`src/rtl/exec_ctrl_pkg.sv`:
```
// Shared types and constants for the RV32 execute-stage sequencer.
// State encoding is fixed at 3 bits so it can be probed consistently across builds.
package exec_ctrl_pkg;

  typedef enum logic [2:0] {
    EXC_RUN      = 3'd0,
    EXC_RESOLVE  = 3'd1,
    EXC_MEM_WAIT = 3'd2,
    EXC_FLUSH    = 3'd3,
    EXC_HALT     = 3'd4
  } exc_state_e;

  localparam logic [31:0] PC_STEP = 32'd4;
  localparam int          CNT_W   = 3;

  // x0 is hard-wired to zero, so a write request to it is never issued.
  function automatic logic wb_allowed(input logic req, input logic [4:0] rd);
    return req && (rd != 5'd0);
  endfunction

endpackage

```
`src/rtl/exec_ctrl_if.sv`:
```
// Decode / execute / data-memory / write-back signal bundle around exec_ctrl.
// master is the controller side; slave is the surrounding core (or a bench).
interface exec_ctrl_if;
  logic        dec_vld;
  logic        dec_rdy;
  logic [4:0]  dec_rd;
  logic        dec_is_load;
  logic        dec_is_store;
  logic        ex_en;
  logic        ex_jump_flag;
  logic [31:0] ex_jump_addr;
  logic [31:0] ex_x_rd;
  logic        ex_x_rd_vld;
  logic        ex_error;
  logic [31:0] mem_rddata;
  logic [31:0] pc;
  logic        pc_load;
  logic        flush;
  logic        wb_en;
  logic [4:0]  wb_addr;
  logic [31:0] wb_data;
  logic [31:0] retire_cnt;
  logic        halt;

  modport master (
    input  dec_vld, dec_rd, dec_is_load, dec_is_store,
    input  ex_jump_flag, ex_jump_addr, ex_x_rd, ex_x_rd_vld, ex_error,
    input  mem_rddata,
    output dec_rdy, ex_en, pc, pc_load, flush,
    output wb_en, wb_addr, wb_data, retire_cnt, halt
  );

  modport slave (
    output dec_vld, dec_rd, dec_is_load, dec_is_store,
    output ex_jump_flag, ex_jump_addr, ex_x_rd, ex_x_rd_vld, ex_error,
    output mem_rddata,
    input  dec_rdy, ex_en, pc, pc_load, flush,
    input  wb_en, wb_addr, wb_data, retire_cnt, halt
  );
endinterface

```
`src/rtl/exec_ctrl_wait_counter.sv`:
```
// Loadable down-counter; done marks the last counted cycle (count == 1).
// Shared by the memory-latency wait and the front-end flush window.
module wait_counter #(
  parameter int W = 3
) (
  input  logic         clk,
  input  logic         srst,
  input  logic         load,
  input  logic [W-1:0] load_val,
  output logic         done
);

  logic [W-1:0] cnt_q;
  logic [W-1:0] cnt_d;

  always_comb begin
    cnt_d = cnt_q;
    if (load) begin
      cnt_d = load_val;
    end else if (cnt_q != '0) begin
      cnt_d = cnt_q - W'(1);
    end
  end

  always_ff @(posedge clk) begin
    if (srst) begin
      cnt_q <= '0;
    end else begin
      cnt_q <= cnt_d;
    end
  end

  assign done = (cnt_q == W'(1));

endmodule

```
`src/rtl/exec_ctrl.sv`:
```
// Single-issue execute-stage sequencer: issues one instruction, resolves
// jump / write-back / memory wait, owns the PC and halts on execute error.
module exec_ctrl
  import exec_ctrl_pkg::*;
#(
  parameter logic [31:0] PC_RESET     = 32'h0000_0000,
  parameter int          DATA_LAT     = 1,
  parameter int          FLUSH_CYCLES = 2
) (
  input  logic       clk,
  input  logic       rst,
  exec_ctrl_if.master bus
);

  localparam logic [CNT_W-1:0] MEM_CNT   = CNT_W'(DATA_LAT);
  localparam logic [CNT_W-1:0] FLUSH_CNT = CNT_W'(FLUSH_CYCLES);

  exc_state_e  state_q, state_d;
  logic [31:0] pc_q, pc_d;
  logic [31:0] retire_cnt_q, retire_cnt_d;
  logic        pc_load_q, pc_load_d;
  logic        flush_q, flush_d;
  logic        wb_en_q, wb_en_d;
  logic [4:0]  wb_addr_q, wb_addr_d;
  logic [31:0] wb_data_q, wb_data_d;
  logic        halt_q, halt_d;
  logic [4:0]  rd_q, rd_d;
  logic        is_load_q, is_load_d;
  logic        is_store_q, is_store_d;

  logic             cnt_load;
  logic [CNT_W-1:0] cnt_load_val;
  logic             cnt_done;

  wait_counter #(.W(CNT_W)) u_wait_counter (
    .clk      (clk),
    .srst     (rst),
    .load     (cnt_load),
    .load_val (cnt_load_val),
    .done     (cnt_done)
  );

  always_comb begin
    state_d      = state_q;
    pc_d         = pc_q;
    retire_cnt_d = retire_cnt_q;
    pc_load_d    = 1'b0;
    flush_d      = flush_q;
    wb_en_d      = 1'b0;
    wb_addr_d    = wb_addr_q;
    wb_data_d    = wb_data_q;
    halt_d       = halt_q;
    rd_d         = rd_q;
    is_load_d    = is_load_q;
    is_store_d   = is_store_q;
    cnt_load     = 1'b0;
    cnt_load_val = MEM_CNT;

    case (state_q)
      EXC_RUN: begin
        if (bus.dec_vld) begin
          rd_d       = bus.dec_rd;
          is_load_d  = bus.dec_is_load;
          is_store_d = bus.dec_is_store;
          state_d    = EXC_RESOLVE;
        end
      end
      EXC_RESOLVE: begin
        if (bus.ex_error) begin
          halt_d  = 1'b1;
          state_d = EXC_HALT;
        end else if (bus.ex_jump_flag) begin
          // Jump-and-link still writes its return address.
          if (wb_allowed(bus.ex_x_rd_vld, rd_q)) begin
            wb_en_d   = 1'b1;
            wb_addr_d = rd_q;
            wb_data_d = bus.ex_x_rd;
          end
          pc_d         = bus.ex_jump_addr;
          pc_load_d    = 1'b1;
          retire_cnt_d = retire_cnt_q + 32'd1;
          flush_d      = 1'b1;
          cnt_load     = 1'b1;
          cnt_load_val = FLUSH_CNT;
          state_d      = EXC_FLUSH;
        end else if (is_load_q || is_store_q) begin
          cnt_load     = 1'b1;
          cnt_load_val = MEM_CNT;
          state_d      = EXC_MEM_WAIT;
        end else begin
          if (wb_allowed(bus.ex_x_rd_vld, rd_q)) begin
            wb_en_d   = 1'b1;
            wb_addr_d = rd_q;
            wb_data_d = bus.ex_x_rd;
          end
          pc_d         = pc_q + PC_STEP;
          retire_cnt_d = retire_cnt_q + 32'd1;
          state_d      = EXC_RUN;
        end
      end
      EXC_MEM_WAIT: begin
        if (cnt_done) begin
          if (wb_allowed(is_load_q, rd_q)) begin
            wb_en_d   = 1'b1;
            wb_addr_d = rd_q;
            wb_data_d = bus.mem_rddata;
          end
          pc_d         = pc_q + PC_STEP;
          retire_cnt_d = retire_cnt_q + 32'd1;
          state_d      = EXC_RUN;
        end
      end
      EXC_FLUSH: begin
        if (cnt_done) begin
          flush_d = 1'b0;
          state_d = EXC_RUN;
        end
      end
      EXC_HALT: begin
        halt_d = 1'b1;
      end
      default: begin
        state_d = EXC_RUN;
      end
    endcase
  end

  always_ff @(posedge clk) begin
    if (rst) begin
      state_q      <= EXC_RUN;
      pc_q         <= PC_RESET;
      retire_cnt_q <= '0;
      pc_load_q    <= 1'b0;
      flush_q      <= 1'b0;
      wb_en_q      <= 1'b0;
      wb_addr_q    <= '0;
      wb_data_q    <= '0;
      halt_q       <= 1'b0;
      rd_q         <= '0;
      is_load_q    <= 1'b0;
      is_store_q   <= 1'b0;
    end else begin
      state_q      <= state_d;
      pc_q         <= pc_d;
      retire_cnt_q <= retire_cnt_d;
      pc_load_q    <= pc_load_d;
      flush_q      <= flush_d;
      wb_en_q      <= wb_en_d;
      wb_addr_q    <= wb_addr_d;
      wb_data_q    <= wb_data_d;
      halt_q       <= halt_d;
      rd_q         <= rd_d;
      is_load_q    <= is_load_d;
      is_store_q   <= is_store_d;
    end
  end

  // The execute register stage captures on the same edge that moves us to RESOLVE.
  assign bus.dec_rdy    = (state_q == EXC_RUN);
  assign bus.ex_en      = (state_q == EXC_RUN) && bus.dec_vld;
  assign bus.pc         = pc_q;
  assign bus.pc_load    = pc_load_q;
  assign bus.flush      = flush_q;
  assign bus.wb_en      = wb_en_q;
  assign bus.wb_addr    = wb_addr_q;
  assign bus.wb_data    = wb_data_q;
  assign bus.retire_cnt = retire_cnt_q;
  assign bus.halt       = halt_q;

endmodule

```
`src/flat_wrapper.sv`:
```
// flat-port wrapper written by rule: the top's interface ports become plain ports
module exec_ctrl_flat import exec_ctrl_pkg::*;
#(
  parameter logic [31:0] PC_RESET     = 32'h0000_0000,
  parameter int          DATA_LAT     = 1,
  parameter int          FLUSH_CYCLES = 2
)
  (clk, rst, bus_dec_vld, bus_dec_rd, bus_dec_is_load, bus_dec_is_store, bus_ex_jump_flag, bus_ex_jump_addr, bus_ex_x_rd, bus_ex_x_rd_vld, bus_ex_error, bus_mem_rddata, bus_dec_rdy, bus_ex_en, bus_pc, bus_pc_load, bus_flush, bus_wb_en, bus_wb_addr, bus_wb_data, bus_retire_cnt, bus_halt);
  exec_ctrl_if bus_i ();
  input  logic clk;
  input  logic rst;
  input wire logic [$bits(bus_i.dec_vld)-1:0] bus_dec_vld;
  input wire logic [$bits(bus_i.dec_rd)-1:0] bus_dec_rd;
  input wire logic [$bits(bus_i.dec_is_load)-1:0] bus_dec_is_load;
  input wire logic [$bits(bus_i.dec_is_store)-1:0] bus_dec_is_store;
  input wire logic [$bits(bus_i.ex_jump_flag)-1:0] bus_ex_jump_flag;
  input wire logic [$bits(bus_i.ex_jump_addr)-1:0] bus_ex_jump_addr;
  input wire logic [$bits(bus_i.ex_x_rd)-1:0] bus_ex_x_rd;
  input wire logic [$bits(bus_i.ex_x_rd_vld)-1:0] bus_ex_x_rd_vld;
  input wire logic [$bits(bus_i.ex_error)-1:0] bus_ex_error;
  input wire logic [$bits(bus_i.mem_rddata)-1:0] bus_mem_rddata;
  output wire logic [$bits(bus_i.dec_rdy)-1:0] bus_dec_rdy;
  output wire logic [$bits(bus_i.ex_en)-1:0] bus_ex_en;
  output wire logic [$bits(bus_i.pc)-1:0] bus_pc;
  output wire logic [$bits(bus_i.pc_load)-1:0] bus_pc_load;
  output wire logic [$bits(bus_i.flush)-1:0] bus_flush;
  output wire logic [$bits(bus_i.wb_en)-1:0] bus_wb_en;
  output wire logic [$bits(bus_i.wb_addr)-1:0] bus_wb_addr;
  output wire logic [$bits(bus_i.wb_data)-1:0] bus_wb_data;
  output wire logic [$bits(bus_i.retire_cnt)-1:0] bus_retire_cnt;
  output wire logic [$bits(bus_i.halt)-1:0] bus_halt;
  assign bus_i.dec_vld = bus_dec_vld;
  assign bus_i.dec_rd = bus_dec_rd;
  assign bus_i.dec_is_load = bus_dec_is_load;
  assign bus_i.dec_is_store = bus_dec_is_store;
  assign bus_i.ex_jump_flag = bus_ex_jump_flag;
  assign bus_i.ex_jump_addr = bus_ex_jump_addr;
  assign bus_i.ex_x_rd = bus_ex_x_rd;
  assign bus_i.ex_x_rd_vld = bus_ex_x_rd_vld;
  assign bus_i.ex_error = bus_ex_error;
  assign bus_i.mem_rddata = bus_mem_rddata;
  assign bus_dec_rdy = bus_i.dec_rdy;
  assign bus_ex_en = bus_i.ex_en;
  assign bus_pc = bus_i.pc;
  assign bus_pc_load = bus_i.pc_load;
  assign bus_flush = bus_i.flush;
  assign bus_wb_en = bus_i.wb_en;
  assign bus_wb_addr = bus_i.wb_addr;
  assign bus_wb_data = bus_i.wb_data;
  assign bus_retire_cnt = bus_i.retire_cnt;
  assign bus_halt = bus_i.halt;
  exec_ctrl #(.PC_RESET(PC_RESET), .DATA_LAT(DATA_LAT), .FLUSH_CYCLES(FLUSH_CYCLES)) u_core (.clk(clk), .rst(rst), .bus(bus_i));
endmodule
```
`config.mk`:
```
export PLATFORM = sky130hd
export DESIGN_NAME = exec_ctrl_flat
export DESIGN_NICKNAME = d
export VERILOG_FILES = /design/src/rtl/exec_ctrl_pkg.sv /design/src/rtl/exec_ctrl_if.sv /design/src/rtl/exec_ctrl_wait_counter.sv /design/src/rtl/exec_ctrl.sv /design/src/flat_wrapper.sv
export SDC_FILE = /design/constraint.sdc
export NUM_CORES = 1
export LEC_CHECK = 0
export ABC_AREA = 1
export BUFFER_PORTS_ARGS = -buffer_cell sky130_fd_sc_hd__buf_4
export CAP_MARGIN = 40
export CORE_MARGIN = 8
export CORE_UTILIZATION = 45
export CTS_BUF_LIST = sky130_fd_sc_hd__clkbuf_8
export DETAILED_ROUTE_END_ITERATION = 10
export PLACE_DENSITY = 0.75
export SYNTH_ARGS = -nofsm -noshare
export SYNTH_HDL_FRONTEND = slang
export SYNTH_SLANG_ARGS = --single-unit
```
`constraint.sdc`:
```
create_clock -name clk -period 1.38 [get_ports clk]
set_input_delay 0.276 -clock clk [delete_from_list [all_inputs] [get_ports clk]]
set_output_delay 0.276 -clock clk [all_outputs]
set_load 0.01 [all_outputs]
```
==> results.sh <==
export IMPL_clock_sinks=118
export IMPL_htree_levels=4
export IMPL_min_from="bus_dec_is_store"
export IMPL_rrSetupSlack_ps=-370
export IMPL_critPathMaxFanout=8
export IMPL_slew_limit_headroom_pct=57.73
export IMPL_die_width_um=138.2
export IMPL_post_route_period_util_pct=126.7
export IMPL_grt_pass1_vias=8332
export IMPL_cp_cell_sequence="nor2_4, buf_4, nand2_4, nand2_2, nand2_4, nor2_4, buf_12, buf_12, nand2_4, nor2_2, nand2_1, nand2_1, nor2_1"
export IMPL_crit_required_ps=1740
export IMPL_power_total_uw=18000
export IMPL_io_buffers=215
export IMPL_coreArea_um2=14590
export IMPL_placed_area_um2=9603
export IMPL_synth_fp_nets=1248
export IMPL_whs_path_depth=3
export IMPL_grt_util_met1_pct=30.65
export IMPL_drc=0
export IMPL_worst_slack_ps=-368.2
export IMPL_synth_seq_cells=118
export IMPL_synthToLayoutAreaGrowth_pct=74.53
export IMPL_min_to="u_core.is_store_q"
export IMPL_die_h_um=138.2
export IMPL_cts_buffers=17
export IMPL_arrival_ps=2110
export IMPL_grt_use_total_pct=25.61
export IMPL_finalSetupViolCount=108
export IMPL_routedWlPerCell_um=16.56
export IMPL_seq_area_um2=2454
export IMPL_end_kind="register"
export IMPL_rr_endpoint="u_core.bus.retire_cnt[19]"
export IMPL_violations="setup timing"
export IMPL_layout_cells_non_filler=1710
export IMPL_layout_min_cycle_time_ps=1748
export IMPL_yosys_area_top_type="dfxtp_1"
export IMPL_vias_per_cell=5.248
export IMPL_use_met3_pct=8.973
export IMPL_fillers=1015
export IMPL_powerDensity_nw_per_um2=1534
export IMPL_multiInputGateArea_um2=4821
export IMPL_max_freq_mhz=572.0
export IMPL_p_leak_uw=0.005280
export IMPL_synth_seq_area_share_pct=35.13
export IMPL_vias=8974
export IMPL_report_final_hold_viol_count=0
export IMPL_rsz0062_at_grt="true"
export IMPL_start_kind="register"
export IMPL_drtAntennaViolNets=0
export IMPL_drt_initial_drc_count=732
export IMPL_initial_core_util_pct=46.09
export IMPL_nNetsFinal=1627
export IMPL_cp_slowest_cell="dfxtp_4"
export IMPL_crit_buf_inv=3
export IMPL_ctsLongestPathBuffers=2
export IMPL_max_cap_viol_count=0
export IMPL_cts_tree="done"
export IMPL_num_io_pins=216
export IMPL_synth_cell_type_count=36
export IMPL_grt_max_degree=47
export IMPL_layout_drive_gt1_share_pct=46.59
export IMPL_rows=44
export IMPL_path_delay_family="simple AND/OR/NAND/NOR gates"
export IMPL_critPathMaxStageDelay_ps=370
export IMPL_totalWireLength_um=28320
export IMPL_met2_usage_pct=41.48
export IMPL_antenna_found_initial=0
export IMPL_cts_hold_buf=0
export IMPL_status="finished with violations"
export IMPL_fin_area_um2=11740
export IMPL_ff2ff_path_depth=13
export IMPL_synth_area_leaders="dfxtp_1 (35%), nand2_1 (23%), nor2_1 (14%)"
export IMPL_clock_latency_ps=460
export IMPL_rr_startpoint="u_core.state_q[2]"
export IMPL_place_inst=1633
export IMPL_gp_congestion=0.9181
export IMPL_cts_clk_slew_worst_paths_ps=80
export IMPL_top_usage_layer="met2"
export IMPL_path_class="reg -> reg"
export IMPL_min_path_type="in -> reg"
export IMPL_clock_skew_ps=15.05
export IMPL_grt_overflow_total=0
export IMPL_synth_cells=1134
export IMPL_final_max_slew_viol_count=0
export IMPL_detailed_place_hpwl_um=17930
export IMPL_cts_root_buf="clkbuf_8"
export IMPL_peakVddDrop_mv=1.065
export IMPL_antennaDiodeCount=0
export IMPL_die_area_um2=19110
export IMPL_tightest_slew_ps=634.1
export IMPL_yosysTopAreaCellShare_pct=35.13
export IMPL_syn_area_per_cell_um2=5.929
export IMPL_yosysWarnings=0
export IMPL_cpMostUsedCell="nand2_4"
export IMPL_synth_area_um2=6724
export IMPL_drtPass1Iterations=6
export IMPL_grt_pass1_wl_um=40940
[cell type report]
cell class | instances | area share (%)
Tap cell | 184 | 1.962
Inverter | 64 | 2.186
Clock inverter | 15 | 1.141
Sequential cell | 118 | 20.91
Multi-Input combinational cell | 907 | 41.08
Clock buffer | 17 | 1.994
Timing Repair Buffer | 405 | 30.73
[per-stage QoR]
stage / hold slack, ps / utilization [%] / TNS [ps] / setup slack [ps]
after floorplan: 410.9 / - / -755.9 / -78.59
after global placement: 440.3 / 65.82 / -10730 / -226.3
after detailed placement: 449.8 / 65.82 / -14550 / -279.5
after CTS: 35.19 / 72.94 / -24820 / -326.2
after global routing: 41.27 / 80.44 / -34460 / -432.6
final: 52.09 / 80.44 / -27470 / -368.2
[per-layer routing]
layer  part of all wire [%]  vias to the layer above  wire (um)
li1                       -                     4344          -
met1                     39                     4065      10950
met2                     48                      484      13680
met3                     10                       81       2883
met4                    2.9                        0        811
met5                      0                        -          0
[logic make-up (layout without fill, tap and decap cells)]
family | Yosys count | in the layout | synth area share (%)
buf+inv | 109 | 501 | 7.164
compound gates | 146 | 146 | 11.26
xor+xnor | 7 | 7 | 0.9118
fa+ha+maj | 5 | 5 | 0.9304
flops | 118 | 118 | 35.13
simple gates | 749 | 749 | 44.60
[report_power, final]
part	internal [uW]	switching (uW)	leakage (uW)	total (uW)
registers	4020	564	0.000986	4580
clock network	1430	1620	0.000187	3050
logic	5240	5130	0.00411	10400
total	10700	7310	0.00528	18000
[placed cells by master, fill, tap and decap left out, drive strengths merged, types with 2 or more instances in the layout]
cell        n
nand2     422
buf       399
nor2      248
dfxtp     118
o21ai      70
inv        66
a21oi      65
nand3      42
clkbuf     23
nor3       15
nand3b     13
clkinv     10
and3        6
xor2        5
ha          5
nand4       3
a31oi       3
o21a        2
xnor2       2
o21bai      2
clkinvlp    2
[synth_stat cells]
library cell	instances
inv_1	58
a22oi_1	1
ha_1	5
o31ai_1	1
buf_4	4
buf_2	14
nand3_2	1
nand3b_1	13
xor2_1	5
buf_1	2
a21oi_2	1
nor2_4	1
a21oi_1	64
nor3_1	15
nand2_4	2
nand2_2	4
xnor2_1	2
dfxtp_1	118
nand3_1	41
nor2_2	3
nand4_1	3
inv_2	4
clkinv_1	1
clkbuf_1	20
and3_1	6
buf_6	5
nor2_1	244
inv_4	1
o21bai_1	2
a31oi_1	3
o21ai_1	7
o22ai_1	1
nand2_1	416
o21ai_0	63
o21a_1	2
o211ai_1	1
[flip-flops by register name (all words and copies together) (netlist names)]
register	cells
u_core.bus.wb_data	32
u_core.bus.halt	1
u_core.bus.wb_addr	5
u_core.rd_q	5
u_core.bus.pc_load	1
u_core.bus.retire_cnt	32
u_core.bus.pc	32
u_core.u_wait_counter.cnt_q	3
u_core.bus.wb_en	1
u_core.is_load_q	1
u_core.is_store_q	1
u_core.bus.flush	1
u_core.state_q	3
[tightest hold or removal path, cell delays in order]
cell	delay, ps
buf_4	80
nor2_1	40
nor2_1	80
[what timing repair did]
item | CTS | global route
buffers inserted | 19 | 16
cloned | 10 | 6
resized for setup | 67 | 314
pin swaps | 10 | 113
endpoints found under the setup margin | 126 | 149
[worst max-delay path by stage]
stage	startpoint	end	slack, ps	depth (start not counted)
3_3_place_gp	u_core.u_wait_counter.cnt_q[1]	u_core.bus.retire_cnt[19]	-230	14
2_1_floorplan	u_core.u_wait_counter.cnt_q[1]	u_core.bus.retire_cnt[19]	-80	14
6_report	u_core.state_q[2]	u_core.bus.retire_cnt[19]	-370	13
3_5_place_dp	u_core.u_wait_counter.cnt_q[1]	u_core.bus.retire_cnt[19]	-280	14
4_1_cts	u_core.state_q[2]	bus_ex_en	-330	6
5_1_grt	u_core.state_q[2]	u_core.bus.retire_cnt[17]	-430	12
No activity file was read; power rests on OpenSTA's default activity.
